==> src/rtl/pipe_ctrl_chain_pkg.sv <==
// -----------------------------------------------------------------------------
// pipe_ctrl_chain_pkg
//   Shared definitions for the post-decode control pipeline:
//   - default widths/depth for the chain
//   - bit offsets of the fields packed into the control payload
//   - the bubble (NOP) encoding loaded into a stage when nothing issues
// -----------------------------------------------------------------------------
package pipe_ctrl_chain_pkg;

    // Default geometry of the chain.
    localparam int unsigned PIPE_W_DEF     = 16;  // control payload width
    localparam int unsigned PIPE_DEPTH_DEF = 3;   // EX, MEM, WB
    localparam int unsigned PIPE_REGW_DEF  = 4;   // register index width

    // Field offsets inside the control payload (bits 15:13 reserved).
    localparam int unsigned CTRL_ALU_OP_LSB = 0;   // [3:0]  ALU operation
    localparam int unsigned CTRL_SHIFT_LSB  = 4;   // [7:4]  shift type/amount
    localparam int unsigned CTRL_SIZE_LSB   = 8;   // [9:8]  access size
    localparam int unsigned CTRL_MEM_EN_BIT = 10;  // memory access enable
    localparam int unsigned CTRL_RW_BIT     = 11;  // 1 = write, 0 = read
    localparam int unsigned CTRL_S_BIT      = 12;  // update flags

    // Per-stage qualifier flags travel together.
    typedef struct packed {
        logic valid;
        logic rf_en;
        logic load;
    } stg_flags_t;

    // Bubble encoding. Payload/index constants are wide enough for any legal
    // configuration (W, REGW <= 64) and are sliced to size at the point of use.
    localparam stg_flags_t  FLAGS_BUBBLE = '0;
    localparam logic [63:0] CTRL_BUBBLE  = '0;
    localparam logic [63:0] RD_BUBBLE    = '0;

endpackage : pipe_ctrl_chain_pkg

==> src/rtl/pipe_stage_reg.sv <==
// -----------------------------------------------------------------------------
// pipe_stage_reg
//   One stage of the post-decode control pipeline: payload, destination index
//   and qualifier flags. Loads its inputs every rising edge unless i_bubble is
//   set, in which case it loads the bubble encoding. CLR clears asynchronously.
//
//   Ports
//     CLK, CLR          clock, asynchronous active-high clear
//     i_bubble          1 = load bubble instead of inputs
//     i_ctrl/i_rd       incoming payload and destination index
//     i_valid/i_rf_en/i_load  incoming flags
//     o_*               registered stage contents
// -----------------------------------------------------------------------------
module pipe_stage_reg
    import pipe_ctrl_chain_pkg::*;
#(
    parameter int unsigned W    = PIPE_W_DEF,
    parameter int unsigned REGW = PIPE_REGW_DEF
) (
    input  logic            CLK,
    input  logic            CLR,
    input  logic            i_bubble,
    input  logic [W-1:0]    i_ctrl,
    input  logic            i_valid,
    input  logic            i_rf_en,
    input  logic            i_load,
    input  logic [REGW-1:0] i_rd,
    output logic [W-1:0]    o_ctrl,
    output logic            o_valid,
    output logic            o_rf_en,
    output logic            o_load,
    output logic [REGW-1:0] o_rd
);

    logic [W-1:0]    r_ctrl;
    logic [REGW-1:0] r_rd;
    stg_flags_t      r_flags;

    // NOTE: every field is cleared, not just valid -- downstream hazard and
    // write-back logic reads rd/rf_en/load directly and must never see stale
    // values after CLR.
    // NOTE: sequential state uses non-blocking assignments so all stages
    // sample the pre-edge values of their neighbours and shift in lock-step.
    always_ff @(posedge CLK or posedge CLR) begin
        if (CLR) begin
            r_ctrl  <= CTRL_BUBBLE[W-1:0];
            r_rd    <= RD_BUBBLE[REGW-1:0];
            r_flags <= FLAGS_BUBBLE;
        end else if (i_bubble) begin
            r_ctrl  <= CTRL_BUBBLE[W-1:0];
            r_rd    <= RD_BUBBLE[REGW-1:0];
            r_flags <= FLAGS_BUBBLE;
        end else begin
            r_ctrl  <= i_ctrl;
            r_rd    <= i_rd;
            r_flags <= '{valid: i_valid, rf_en: i_rf_en, load: i_load};
        end
    end

    assign o_ctrl  = r_ctrl;
    assign o_rd    = r_rd;
    assign o_valid = r_flags.valid;
    assign o_rf_en = r_flags.rf_en;
    assign o_load  = r_flags.load;

endmodule : pipe_stage_reg

==> src/rtl/pipe_ctrl_chain.sv <==
// -----------------------------------------------------------------------------
// pipe_ctrl_chain
//   Control-signal pipeline following the decode stage. DEPTH stages
//   (stage 0 = EX) shift every cycle and never freeze; decode is held instead.
//   A load in EX whose destination is read by the instruction in decode
//   raises stall_o for one cycle and a bubble enters EX. A taken branch
//   flushes IF/ID and also bubbles EX; it wins over a stall. Saturating
//   counters record stall and flush cycles. DEPTH legal range is 2..8.
//
//   Ports
//     CLK, CLR               clock, asynchronous active-high clear
//     id_valid/id_ctrl/id_rd/id_rf_en/id_load   decode-stage instruction
//     id_rn/id_rm, id_rn_use/id_rm_use          source indices and usage
//     br_taken               branch resolved taken in EX
//     stall_o, flush_o       hold PC + IF/ID, clear IF/ID
//     stg_ctrl/stg_rd        per-stage payload/index, stage k at [k*W +: W]
//     stg_valid/stg_rf_en/stg_load   per-stage flags
//     stall_cnt, flush_cnt   saturating 16-bit event counters
// -----------------------------------------------------------------------------
module pipe_ctrl_chain
    import pipe_ctrl_chain_pkg::*;
#(
    parameter int unsigned W     = PIPE_W_DEF,
    parameter int unsigned DEPTH = PIPE_DEPTH_DEF,
    parameter int unsigned REGW  = PIPE_REGW_DEF
) (
    input  logic                  CLK,
    input  logic                  CLR,
    input  logic                  id_valid,
    input  logic [W-1:0]          id_ctrl,
    input  logic [REGW-1:0]       id_rd,
    input  logic                  id_rf_en,
    input  logic                  id_load,
    input  logic [REGW-1:0]       id_rn,
    input  logic [REGW-1:0]       id_rm,
    input  logic                  id_rn_use,
    input  logic                  id_rm_use,
    input  logic                  br_taken,
    output logic                  stall_o,
    output logic                  flush_o,
    output logic [DEPTH*W-1:0]    stg_ctrl,
    output logic [DEPTH-1:0]      stg_valid,
    output logic [DEPTH-1:0]      stg_rf_en,
    output logic [DEPTH-1:0]      stg_load,
    output logic [DEPTH*REGW-1:0] stg_rd,
    output logic [15:0]           stall_cnt,
    output logic [15:0]           flush_cnt
);

    localparam logic [15:0] CNT_MAX = 16'hFFFF;

    // Stage outputs, indexed by stage number.
    logic [W-1:0]    w_ctrl  [DEPTH];
    logic [REGW-1:0] w_rd    [DEPTH];
    logic            w_valid [DEPTH];
    logic            w_rf_en [DEPTH];
    logic            w_load  [DEPTH];

    logic w_hazard;
    logic w_issue;

    logic [15:0] r_stall_cnt;
    logic [15:0] r_flush_cnt;

    // ---------------------------------------------------------------------
    // Load-use hazard: EX holds a valid load writing a register that the
    // decode-stage instruction actually reads.
    // ---------------------------------------------------------------------
    // NOTE: the default assignment first keeps this block purely
    // combinational; a path that left w_hazard unassigned would infer a latch.
    always_comb begin
        w_hazard = 1'b0;
        if (id_valid && w_valid[0] && w_load[0] && w_rf_en[0]) begin
            w_hazard = (id_rn_use && (id_rn == w_rd[0])) ||
                       (id_rm_use && (id_rm == w_rd[0]));
        end
    end

    // Gated with CLR so both strobes are quiet during reset.
    assign stall_o = w_hazard & ~br_taken & ~CLR;
    assign flush_o = br_taken & ~CLR;

    // Decode issues into EX only when nothing blocks or kills it.
    assign w_issue = id_valid & ~stall_o & ~br_taken;

    // ---------------------------------------------------------------------
    // Stage chain: stage 0 is fed from decode, stage k from stage k-1.
    // ---------------------------------------------------------------------
    for (genvar k = 0; k < DEPTH; k++) begin : g_stage
        if (k == 0) begin : g_head
            pipe_stage_reg #(.W(W), .REGW(REGW)) u_stage (
                .CLK     (CLK),
                .CLR     (CLR),
                .i_bubble(~w_issue),
                .i_ctrl  (id_ctrl),
                .i_valid (id_valid),
                .i_rf_en (id_rf_en),
                .i_load  (id_load),
                .i_rd    (id_rd),
                .o_ctrl  (w_ctrl[k]),
                .o_valid (w_valid[k]),
                .o_rf_en (w_rf_en[k]),
                .o_load  (w_load[k]),
                .o_rd    (w_rd[k])
            );
        end else begin : g_body
            pipe_stage_reg #(.W(W), .REGW(REGW)) u_stage (
                .CLK     (CLK),
                .CLR     (CLR),
                .i_bubble(1'b0),
                .i_ctrl  (w_ctrl[k-1]),
                .i_valid (w_valid[k-1]),
                .i_rf_en (w_rf_en[k-1]),
                .i_load  (w_load[k-1]),
                .i_rd    (w_rd[k-1]),
                .o_ctrl  (w_ctrl[k]),
                .o_valid (w_valid[k]),
                .o_rf_en (w_rf_en[k]),
                .o_load  (w_load[k]),
                .o_rd    (w_rd[k])
            );
        end

        assign stg_ctrl[k*W +: W]       = w_ctrl[k];
        assign stg_rd[k*REGW +: REGW]   = w_rd[k];
        assign stg_valid[k]             = w_valid[k];
        assign stg_rf_en[k]             = w_rf_en[k];
        assign stg_load[k]              = w_load[k];
    end

    // ---------------------------------------------------------------------
    // Saturating event counters.
    // ---------------------------------------------------------------------
    always_ff @(posedge CLK or posedge CLR) begin
        if (CLR) begin
            r_stall_cnt <= '0;
            r_flush_cnt <= '0;
        end else begin
            if (stall_o && (r_stall_cnt != CNT_MAX)) r_stall_cnt <= r_stall_cnt + 16'd1;
            if (flush_o && (r_flush_cnt != CNT_MAX)) r_flush_cnt <= r_flush_cnt + 16'd1;
        end
    end

    assign stall_cnt = r_stall_cnt;
    assign flush_cnt = r_flush_cnt;

endmodule : pipe_ctrl_chain
==> config.mk <==
export PLATFORM = sky130hd
export DESIGN_NAME = pipe_ctrl_chain
export DESIGN_NICKNAME = d
export VERILOG_FILES = /design/src/rtl/pipe_ctrl_chain_pkg.sv /design/src/rtl/pipe_stage_reg.sv /design/src/rtl/pipe_ctrl_chain.sv
export SDC_FILE = /design/constraint.sdc
export NUM_CORES = 1
export LEC_CHECK = 0
export CORE_UTILIZATION = 47
export DETAILED_ROUTE_END_ITERATION = 6
export GPL_TIMING_DRIVEN = 0
export PLACE_DENSITY_LB_ADDON = 0.15
export SYNTH_ARGS = -nofsm -noshare
export SYNTH_HDL_FRONTEND = slang
export SYNTH_SLANG_ARGS = --single-unit
export TNS_END_PERCENT = 30
==> constraint.sdc <==
create_clock -name CLK -period 7.2 [get_ports CLK]
set_input_delay 1.08 -clock CLK [delete_from_list [all_inputs] [get_ports CLK]]
set_output_delay 1.08 -clock CLK [all_outputs]
set_load 0.05 [all_outputs]
Word-level counts from Yosys, hierarchy flattened
Index checks and enable logic that the tools add are counted.
{ "classes": {"n_bitwise": 8, "mux": 4, "n_eq_ne": 4, "addsub": 2, "reduce_logical": 8} }
{ "op_table": {"columns": ["op", "n"], "rows": [
  ["adder 16 x 1 -> 16 bit (second input constant)", 2],
  ["!= test 16 bit (second input constant)", 2],
  ["two-way mux 16 bit", 1],
  ["== test 4 bit", 2],
  ["logical AND 1 bit", 7],
  ["bitwise AND 1 bit", 5],
  ["two-way mux 4 bit", 1],
  ["two-way mux 3 bit", 1],
  ["inverter 1 bit", 3],
  ["logical OR 1 bit", 1],
  ["two-way mux 1 bit", 1]
]} }
{ "totals": {"output_inout_bits": 103, "wordCells": 43, "input_bits": 36, "register_bits": 101} }

Depth between registers and ports, before layout
Gate-level depths: netlist (run 1).
{ "logic_depth": {"depth_word": 10, "mapped_depth": 7, "depth_no_buf": 7} }

Modules after synthesis
A second synthesis (run 1) with hierarchy kept.
{ "unflattened": {"hier_cells": 303, "hier_area_um2": 4008.8} }
{ "modules_own_cells": {"columns": ["mod", "seq_area_each_um2", "cells_per_inst", "area_per_inst_um2", "instances"], "rows": [
  ["pipe_stage_reg", 575.6, 49, 788.3, 3],
  ["pipe_ctrl_chain", 800.8, 156, 1644.1, 1]
]} }

Worst setup path after synthesis (run 1)
Ideal clock, no wire load.
{ "synth_path": {"path_kind": "input-to-output", "startpoint": "input id_rn[3]", "endpoint": "output stall_o", "required_time_ps": 6120, "path_stages": 4, "path_slack_ps": 3993, "n_path_buf": 0, "arrival_time_ps": 2127, "cell_sequence": "and2b_1 > nand4bb_1 > nor4_4 > or2_4"} }
{ "synth_between": {"elab_chain_cells": 6} }
{ "synth_lines": {"columns": ["element", "line_no", "rtl"], "rows": [
  ["start, declared", "pipe_ctrl_chain.sv:34", "input logic [REGW-1:0] id_rn,"],
  ["== test 4 bit", "pipe_ctrl_chain.sv:74", "w_hazard = (id_rn_use && (id_rn == w_rd[0])) ||"],
  ["logical AND 1 bit", "pipe_ctrl_chain.sv:74", null],
  ["logical OR 1 bit", "pipe_ctrl_chain.sv:74", null],
  ["two-way mux 1 bit", "pipe_ctrl_chain.sv:73", "if (id_valid && w_valid[0] && w_load[0] && w_rf_en[0]) begin"],
  ["bitwise AND 1 bit (2 in series)", "pipe_ctrl_chain.sv:80", "assign stall_o = w_hazard & ~br_taken & ~CLR;"],
  ["end, declared", "pipe_ctrl_chain.sv:39", "output logic stall_o,"]
]} }
No other way between the ends.

Worst setup path in the final report (run 1)
Same ends and word-level chain as after synthesis.

==> flow_summary_export.csv, run 1 <==
group,metric,value,unit
timing,fmax,0.2223,GHz
critical_path,cp_top_family,"buffers and inverters",
drt,drc,0,
synth,syn_area,3770,sq um
clock_network,ctsHtreeMaxLevel,3,
cells_and_area,multi_input_area,1126,sq um
cells_and_area,finalNonFillerCells,537,
timing,setup_tns,0,ps
floorplanning,fp.dieW,91.56,um
cells_and_area,final_util,71.16,%
synth,synth.distinct_cells,37,
synth,synth_top_cells_by_count,"dfrtp_1 (101), and2_1 (22), nor2_1 (19), nand2_1 (17), xnor2_1 (16)",
hold_path,min-delay-start,"g_stage[0].g_head.u_stage.o_ctrl[15]",
floorplanning,die_y,91.56,um
global_route,grt_pass1_vias,2662,
critical_path,r2r-end,"g_stage[0].g_head.u_stage.o_rf_en",
hold_path,min_path_cells,0,
clock_network,cts_tree,"built",
timing,rsz0062_at_grt,"no",
drt,vias,2593,
drt,wl_per_cell,14.62,um
place,placed_cells,521,
timing,max_slew.worst_pin.slew,720.9,ps
floorplanning,rows,32,
timing,slew_viol_final,0,
global_route,grt_pass1_wl,13010,um
critical_path,start_kind,"input port",
critical_path,critPathRequiredTime,6120,ps
place,dp_hpwl,5690,um
synth,synth_top_area_cell,"dfrtp_1",
critical_path,slowest_stage,"clkdlybuf4s50_1",
place,dpl_cell_area,5309,sq um
cells_and_area,design_area,5499,sq um
hold_path,min_to,"g_stage[1].g_body.u_stage.o_ctrl[15]",
pwr,power_density,225.3,nW/um^2
critical_path,path_class,"in2out",
cells_and_area,final-seq-area,2527,sq um
critical_path,r2r-start,"g_stage[0].g_head.u_stage.o_rd[1]",
timing,hold_violations,0,
critical_path,worst-path-buf-inv,2,
synth,ys.warnings.count,0,
global_route,antenna_found_initial,0,
timing,min_period,4498,ps
clock_network,post-cts-setup-buffers,0,
clock_network,clk_pin_slew,110,ps
timing,post-route-period-util,62.47,%
synth,ys_async_sr_fraction,100.0,%
critical_path,cp-end-kind,"output pin",
clock_network,cts_hold_buf,0,
drt,wl,7850,um
clock_network,cts_root_buf,"clkbuf_8",
cells_and_area,syn2layout_area_growth,45.87,%
place,routabilityCongestion,0.8043,
clock_network,cts_num_sinks,101,
timing,setup_viol,0,
cells_and_area,fillCellCount,556,
synth,synth_cells,280,
global_route,grt_remaining_overflow,0,
global_route,gr-usage-all-layers,20.20,%
status,status,"finished, final reports clean",
pwr,ir_drop,0.3330,mV
synth,syn_nets,318,
floorplanning,initial_core_util,48.79,%
synth,synth-edff-count,0,
drt,postRouteAntennaNets,0,
pwr,power,1.239,mW
drt,drtIter0Drc,79,
timing,max_slew_margin,51.50,%
clock_network,clk_latency,360,ps
synth,synth.avg_cell_area,13.46,sq um
critical_path,slowest_delay,810,ps
timing,finalClockSkew,12.23,ps
synth,synth.area.top_cells,"dfrtp_1 (67%), xnor2_1 (3.7%), and2_1 (3.7%)",
global_route,grt_max_degree,74,
critical_path,cp_data_arrival_time,3420,ps
place,io_buffer_count,138,
synth,seq_area_frac_synth,67.04,%
synth,synth_top_area_share,67.04,%
hold_path,hold_class,"reg2reg",
drt,post_drt_via_cell_ratio,4.829,
critical_path,crit_chain,"clkdlybuf4s50_1 -> and2b_1 -> nand4bb_1 -> nor4_4 -> or2_4 -> clkdlybuf4s50_1",
drt,dr.pass1.iters,4,
floorplanning,die-area,8383,sq um
cells_and_area,drive_gt1_share,11.03,%
critical_path,cp_max_fo,3,
critical_path,reg2reg_depth,7,
critical_path,cp_common_cell,"clkdlybuf4s50_1",
clock_network,cts_repair_resize_count,0,
clock_network,cts_buffer_depth,2,
synth,synth-seq-cells,101,
clock_network,numCtsBuffers,9,
floorplanning,io_pins,139,
synth,synth_ff_type,"dfrtp_1",
synth,yosysMostFrequentCell,"dfrtp_1",
flow_run,drv_cap,0,
critical_path,r2r_slack,5140,ps
cells_and_area,diodes,0,
cells_and_area,fin_nets,468,
pwr,p_leak,2.476,nW
floorplanning,coreArea,7727,sq um
registers in the layout (all words and copies together) (netlist names), 2 cells and up:
name                            cells
g_stage.g_body.u_stage.o_rd         8
g_stage.g_body.u_stage.o_valid      2
flush_cnt                          16
g_stage.g_body.u_stage.o_load       2
g_stage.g_body.u_stage.o_rf_en      2
g_stage.g_body.u_stage.o_ctrl      32
g_stage.g_head.u_stage.o_ctrl      16
g_stage.g_head.u_stage.o_rd         4
stall_cnt                          16
per-layer routing:
metal  vias up  wire length (um)  global-route usage (%)  part of all wire (%)
met3        14               609                   6.114                   7.8
met5         -                 0                       0                     0
met4         0               182                   8.598                   2.3
met2       106              3712                   32.21                    47
met1      1248              3345                   25.59                    43
li1       1225                 -                       -                     -
cells in the final DEF, fill, tap and decap left out, types with 2 or more instances in the layout:
cell type	n
nor4_2	2
and2_1	22
nand2b_1	5
and2b_1	2
inv_1	5
buf_6	2
or3_1	2
or2_2	2
and3_1	3
mux2_2	3
nand2_1	17
inv_6	3
nand4_1	8
buf_4	9
xnor2_1	16
a21oi_1	3
clkbuf_8	9
ha_1	2
nor3_1	7
xor2_1	14
dfrtp_1	101
nor4_4	2
nor2_1	19
nand3_1	15
nor3_2	4
clkdlybuf4s50_1	138
layout make-up:
type | instances | area share (%)
timing repair buffer | 139 | 25.62
tap | 102 | 2.321
inverter | 6 | 0.4551
clock inverter | 7 | 1.206
sequential | 101 | 45.96
clock buffer | 9 | 2.253
multi-input combinational | 161 | 20.48
buffer | 12 | 1.706
logic make-up after synthesis:
logic type	synth area share [%]
muxes	1.162
AOI/OAI and AO/OA	1.560
buffers and inverters	3.086
adders and majority gates	0.6637
DFF	67.04
and+or+nand+nor	19.52
xor gates and xnor gates	6.970
stage by stage:
| step | hold WS (ps) | worst slack, ps |
|---|---|---|
| floorplan | 354.8 | 3473 |
| global placement | 355.2 | 2072 |
| detailed placement | 357.8 | 2698 |
| CTS | 381.1 | 2694 |
| global route | 390.3 | 2623 |
| finish | 375.1 | 2702 |
how the worst max path moves through the flow:
stage                                                      to  cells after the start      from
after CTS                                             stall_o                      6  id_rn[3]
after global placement    g_stage[2].g_body.u_stage.o_ctrl[0]                      2       CLR
after global routing                                  stall_o                      6  id_rn[3]
after detailed placement                              stall_o                      6  id_rn[3]
after floorplan                                  flush_cnt[0]                      1       CLR
final                                                 stall_o                      6  id_rn[3]
worst register-to-register path, delay by kind of cell (launching register included):
kind          cells  cell delay, ps
flops             1             450
buf+inv           1             190
simple gates      6            1360
power breakdown:
| group | switching (mW) | leakage (nW) | total (mW) | internal, mW |
|---|---|---|---|---|
| clock | 0.209 | 0.0953 | 0.344 | 0.134 |
| sequential | 0.0321 | 1.35 | 0.631 | 0.599 |
| combinational | 0.167 | 1.03 | 0.265 | 0.0980 |
Power figures use the tool's default switching activity.
==> inputs of run 2 (changes only) <==
- CORE_UTILIZATION: 47 -> 40
- clock period: 7.2 -> 3.7 ns (I/O delays scaled with it)
==> run 2 against run 1 <==
Net effect:
- design area increased by 0.82%
- via count decreased by 2.7%
- die area increased by 17%
- sequential share of layout area decreased by 0.37 points
- final cell count increased by 1.7%
- combinational power increased by 93%
- clock power increased by 120%
- worst hold slack got worse by 3.9 ps
- critical path depth unchanged
- clock skew increased by 4.5 ps
- largest cell class unchanged
- largest power group unchanged
- highest routed layer unchanged
==> flow_summary_export.csv, run 2 (synthesis results as in run 1) <==
group,metric,value,unit
drt,vias,2523,
pwr,power_density,449.7,nW/um^2
critical_path,cp-end-kind,"output pin",
drt,wl_per_cell,14.08,um
global_route,gr-usage-all-layers,16.77,%
critical_path,cp_data_arrival_time,2900,ps
cells_and_area,final_cell_mix,"clkdlybuf4s50_1 (138), dfrtp_1 (101), and2_1 (22), nor2_1 (19), nand2_1 (17)",
timing,post-route-period-util,93.50,%
hold_path,min_path_cells,0,
global_route,grt_max_degree,73,
clock_network,cts_tree,"built",
floorplanning,initial_core_util,40.99,%
floorplanning,rows,35,
cells_and_area,fin_nets,468,
cells_and_area,final_util,60.29,%
clock_network,ctsHtreeMaxLevel,3,
clock_network,cts_repair_resize_count,0,
pwr,power,2.493,mW
critical_path,r2r-end,"stall_cnt[1]",
critical_path,cp_max_fo,3,
hold_path,min-delay-start,"g_stage[0].g_head.u_stage.o_ctrl[13]",
place,dp_hpwl,5539,um
timing,setup_viol,0,
hold_path,min_to,"g_stage[1].g_body.u_stage.o_ctrl[13]",
clock_network,cts_hold_buf,0,
floorplanning,die_y,99.08,um
cells_and_area,drive_gt1_share,11.03,%
floorplanning,coreArea,9196,sq um
clock_network,post-cts-setup-buffers,0,
timing,slew_viol_final,0,
clock_network,cts_buffer_depth,2,
status,status,"finished, final reports clean",
timing,fmax,0.2891,GHz
timing,max_slew.worst_pin.slew,663.3,ps
critical_path,start_kind,"input port",
pwr,ir_drop,0.5778,mV
timing,min_period,3459,ps
drt,post_drt_via_cell_ratio,4.621,
place,io_buffer_count,138,
place,routabilityCongestion,0.7693,
pwr,p_leak,2.493,nW
timing,max_slew_margin,55.37,%
cells_and_area,syn2layout_area_growth,47.06,%
timing,finalClockSkew,16.76,ps
clock_network,numCtsBuffers,9,
floorplanning,fp.dieW,99.08,um
critical_path,r2r-start,"stall_cnt[0]",
drt,drtIter0Drc,39,
critical_path,r2r_slack,1690,ps
clock_network,clk_pin_slew,110,ps
clock_network,clk_latency,360,ps
hold_path,hold_class,"reg2reg",
cells_and_area,largest_register_ffs,32,
global_route,grt_remaining_overflow,0,
clock_network,cts_root_buf,"clkbuf_8",
critical_path,critPathRequiredTime,3140,ps
cells_and_area,diodes,0,
critical_path,reg2reg_depth,6,
clock_network,cts_num_sinks,101,
drt,postRouteAntennaNets,0,
drt,drc,0,
global_route,antenna_found_initial,0,
global_route,grt_pass1_vias,2459,
floorplanning,die-area,9817,sq um
cells_and_area,final_common_cell,"clkdlybuf4s50_1",
floorplanning,io_pins,139,
timing,rsz0062_at_grt,"no",
drt,wl,7685,um
drt,dr.pass1.iters,4,
timing,hold_violations,0,
critical_path,path_class,"in2out",
global_route,grt_pass1_wl,12520,um
flow_run,drv_cap,0,
## run 2: cell count changes in the layout (fill, tap and decap cells not counted)
cell        change
clkinv_2        -1
clkinv_8        +1
clkinvlp_4      -1
bufinv_16       +1
## run 2: worst max-delay path by stage
stage	from	endpoint	slack [ps]
after floorplan	CLR	flush_cnt[0]	500
after detailed placement	CLR	stall_o	230
after global placement	CLR	g_stage[2].g_body.u_stage.o_ctrl[0]	-1030
after CTS	CLR	stall_o	230
after global routing	CLR	stall_o	160
final	id_rn[3]	stall_o	240
## run 2: critical path, cell delays in order
cell             delay [ps]
clkdlybuf4s50_1         500
and2b_1                 230
nand4bb_1               230
nor4_4                  360
or2_4                   220
clkdlybuf4s50_1         810
## run 2: cell type report
type	count	area, sq um
plain buffers	12	93.84
clock buffers	9	123.9
clock inverters	7	100.1
fillers	773	3652
inverters	6	25.02
multi-input cells	161	1126
flip-flops and latches	101	2527
well taps	111	138.9
repair buffers	139	1409
## run 2: through the flow
step,setup slack (ps),TNS (ps),area [sq um],hold slack (ps),cells
after floorplan,497.9,0,3770,354.8,280
after global placement,-1031,-103610,5290,355.6,529
after detailed placement,231.5,0,5320,357.0,530
after CTS,226.8,0,5544,368.2,546
after global routing,156.0,0,5544,379.9,546
final,240.6,0,5544,371.2,546
## run 2: power by group
part	leakage (nW)	internal [mW]	switching [mW]	total (mW)
Combinational	1.03	0.190	0.321	0.511
Sequential	1.35	1.16	0.0609	1.23
Clock	0.112	0.336	0.420	0.757
Total	2.49	1.69	0.802	2.49
## run 2: layer usage
| layer | vias to the layer above | track usage (%) | wire (um) |
|---|---|---|---|
| li1 | 1228 | - | - |
| met2 | 82 | 26.84 | 3736 |
| met5 | - | 0 | 0 |
| met4 | 0 | 6.109 | 76 |
| met3 | 7 | 4.610 | 475 |
| met1 | 1206 | 21.99 | 3397 |
==> inputs of run 3 (changes only) <==
- CORE_MARGIN: not set -> 2
==> run 3 against run 2 <==
Net effect:
- sequential power barely moved
- fmax is essentially flat
- combinational power about the same
- flip-flop and latch count is the same
- clock power down 9.2%
- register-to-register slack barely moved
- clock-buffer cell count is the same
- first-iteration DRC count is 23% lower
- critical endpoint unchanged
- largest power group unchanged
==> flow_summary_export.csv, run 3 (synthesis results as in run 1) <==
group,metric,value,unit
floorplanning,fp.dieW,101.1,um
status,status,"finished, final reports clean",
critical_path,r2r-end,"g_stage[0].g_head.u_stage.o_ctrl[0]",
timing,setup_viol,0,
critical_path,cp_common_cell,"clkdlybuf4s50_1",
clock_network,cts_buffer_depth,2,
global_route,antenna_found_initial,0,
clock_network,cts_repair_resize_count,0,
drt,postRouteAntennaNets,0,
hold_path,min-delay-start,"g_stage[1].g_body.u_stage.o_rd[2]",
pwr,p_sw,0.8009,mW
timing,max_slew.worst_pin.slew,689.9,ps
critical_path,slowest_stage,"clkdlybuf4s50_1",
critical_path,slowest_delay,800,ps
clock_network,cts_root_buf,"clkbuf_8",
floorplanning,die-area,10220,sq um
global_route,gr-usage-all-layers,15.87,%
cells_and_area,syn2layout_area_growth,46.53,%
floorplanning,io_pins,139,
timing,min_period,3458,ps
drt,drtIter0Drc,30,
cells_and_area,final_common_cell,"clkdlybuf4s50_1",
timing,setup_ws,241.7,ps
clock_network,cts_num_sinks,101,
floorplanning,rows,35,
critical_path,cp_data_arrival_time,2900,ps
drt,wl,7671,um
global_route,grt_pass1_vias,2485,
cells_and_area,fin_nets,468,
global_route,grt_remaining_overflow,0,
flow_run,drv_cap,0,
clock_network,clk_pin_slew,100,ps
drt,wl_per_cell,14.05,um
timing,rsz0062_at_grt,"no",
drt,dr.pass1.iters,4,
critical_path,cp-end-kind,"output pin",
cells_and_area,diodes,0,
floorplanning,die_y,101.1,um
clock_network,ctsHtreeMaxLevel,3,
place,dp_hpwl,5626,um
timing,finalClockSkew,11.15,ps
place,dp_slack,215.4,ps
clock_network,cts_hold_buf,0,
critical_path,reg2reg_depth,7,
timing,setup_tns,0,ps
cells_and_area,final_util,60.07,%
clock_network,cts_tree,"built",
cells_and_area,drive_gt1_share,11.03,%
critical_path,critPathRequiredTime,3140,ps
pwr,pwr-share-clk,28.3,%
critical_path,critPathCapture,"stall_o",
cells_and_area,final_cell_mix,"clkdlybuf4s50_1 (138), dfrtp_1 (101), and2_1 (22), nor2_1 (19), nand2_1 (17)",
clock_network,numCtsBuffers,9,
critical_path,r2r-start,"g_stage[0].g_head.u_stage.o_rd[1]",
timing,fmax,0.2892,GHz
timing,fin_hold_ws,379.3,ps
floorplanning,initial_core_util,40.99,%
global_route,grt_max_degree,75,
clock_network,clk_latency,360,ps
critical_path,path_class,"in2out",
timing,post-route-period-util,93.47,%
cells_and_area,fillCellCount,777,
hold_path,min_path_cells,0,
critical_path,r2r_slack,1690,ps
cells_and_area,largest_register_ffs,32,
place,dpl_cell_area,5320,sq um
place,io_buffer_count,138,
hold_path,hold_class,"reg2reg",
clock_network,post-cts-setup-buffers,0,
critical_path,cp_max_fo,3,
pwr,p_int,1.622,mW
global_route,grt_pass1_wl,12450,um
pwr,ir_drop,0.4707,mV
timing,hold_violations,0,
pwr,seqPwrFrac,50.6,%
pwr,p_leak,2.479,nW
timing,slew_viol_final,0,
pwr,power_frac_comb,21.1,%
timing,max_slew_margin,53.59,%
floorplanning,coreArea,9196,sq um
drt,drc,0,
place,routabilityCongestion,0.7849,
pwr,power_density,438.7,nW/um^2
drt,post_drt_via_cell_ratio,4.663,
cells_and_area,design_area,5524,sq um
drt,vias,2546,
critical_path,start_kind,"input port",
critical_path,crit_chain,"clkdlybuf4s50_1 -> and2b_1 -> nand4bb_1 -> nor4_4 -> or2_4 -> clkdlybuf4s50_1",
critical_path,cp-startpoint,"id_rn[3]",
pwr,power.share.switching,33.05,%
==> run 3: critical path: cells and delay by family <==
family	cells	cell delay [ps]
AND/OR/NAND/NOR	4	1030
buffers and inverters	2	1310
==> run 3: per-stage QoR <==
step           total power, mW  instances
3_3_place_gp             1.754        529
3_5_place_dp             1.762        530
5_1_grt                  2.545        546
4_1_cts                  2.460        546
6_report                 2.423        546
2_1_floorplan            1.560        280
==> run 3: area by class of cell <==
class | instances | area [sq um] | share of cell area [%]
Buffer | 12 | 93.84 | 1.699
Clock buffer | 9 | 123.9 | 2.242
Clock inverter | 7 | 80.08 | 1.450
Inverter | 6 | 25.02 | 0.4530
Multi-Input combinational cell | 161 | 1126 | 20.39
Sequential cell | 101 | 2527 | 45.75
Tap cell | 111 | 138.9 | 2.514
Timing Repair Buffer | 139 | 1409 | 25.50
==> run 3: per-layer routing <==
| metal | GRT usage, % | vias to the layer above | wire, um |
|---|---|---|---|
| met2 | 25.47 | 78 | 3700 |
| met4 | 4.574 | 0 | 125 |
| met5 | 0 | - | 0 |
| met1 | 20.17 | 1230 | 3305 |
| li1 | - | 1229 | - |
| met3 | 5.964 | 9 | 539 |
==> run 3: power groups by stage <==
| stage | Clock (mW) | Combinational (mW) | Sequential [mW] |
|---|---|---|---|
| after CTS | 0.716 | 0.517 | 1.23 |
| after global routing | 0.772 | 0.537 | 1.24 |
| final | 0.687 | 0.511 | 1.23 |
| after floorplan | 0 | 0.117 | 1.44 |
| after detailed placement | 0 | 0.515 | 1.25 |
| after global placement | 0 | 0.508 | 1.25 |
==> run 3: how the worst min path moves through the flow <==
stage / to / slack [ps]
3_5_place_dp: g_stage[2].g_body.u_stage.o_rd[2] / 360
4_1_cts: g_stage[2].g_body.u_stage.o_rd[2] / 380
6_report: g_stage[2].g_body.u_stage.o_rd[2] / 380
3_3_place_gp: g_stage[2].g_body.u_stage.o_ctrl[10] / 360
5_1_grt: g_stage[2].g_body.u_stage.o_ctrl[0] / 390
2_1_floorplan: g_stage[2].g_body.u_stage.o_load / 350
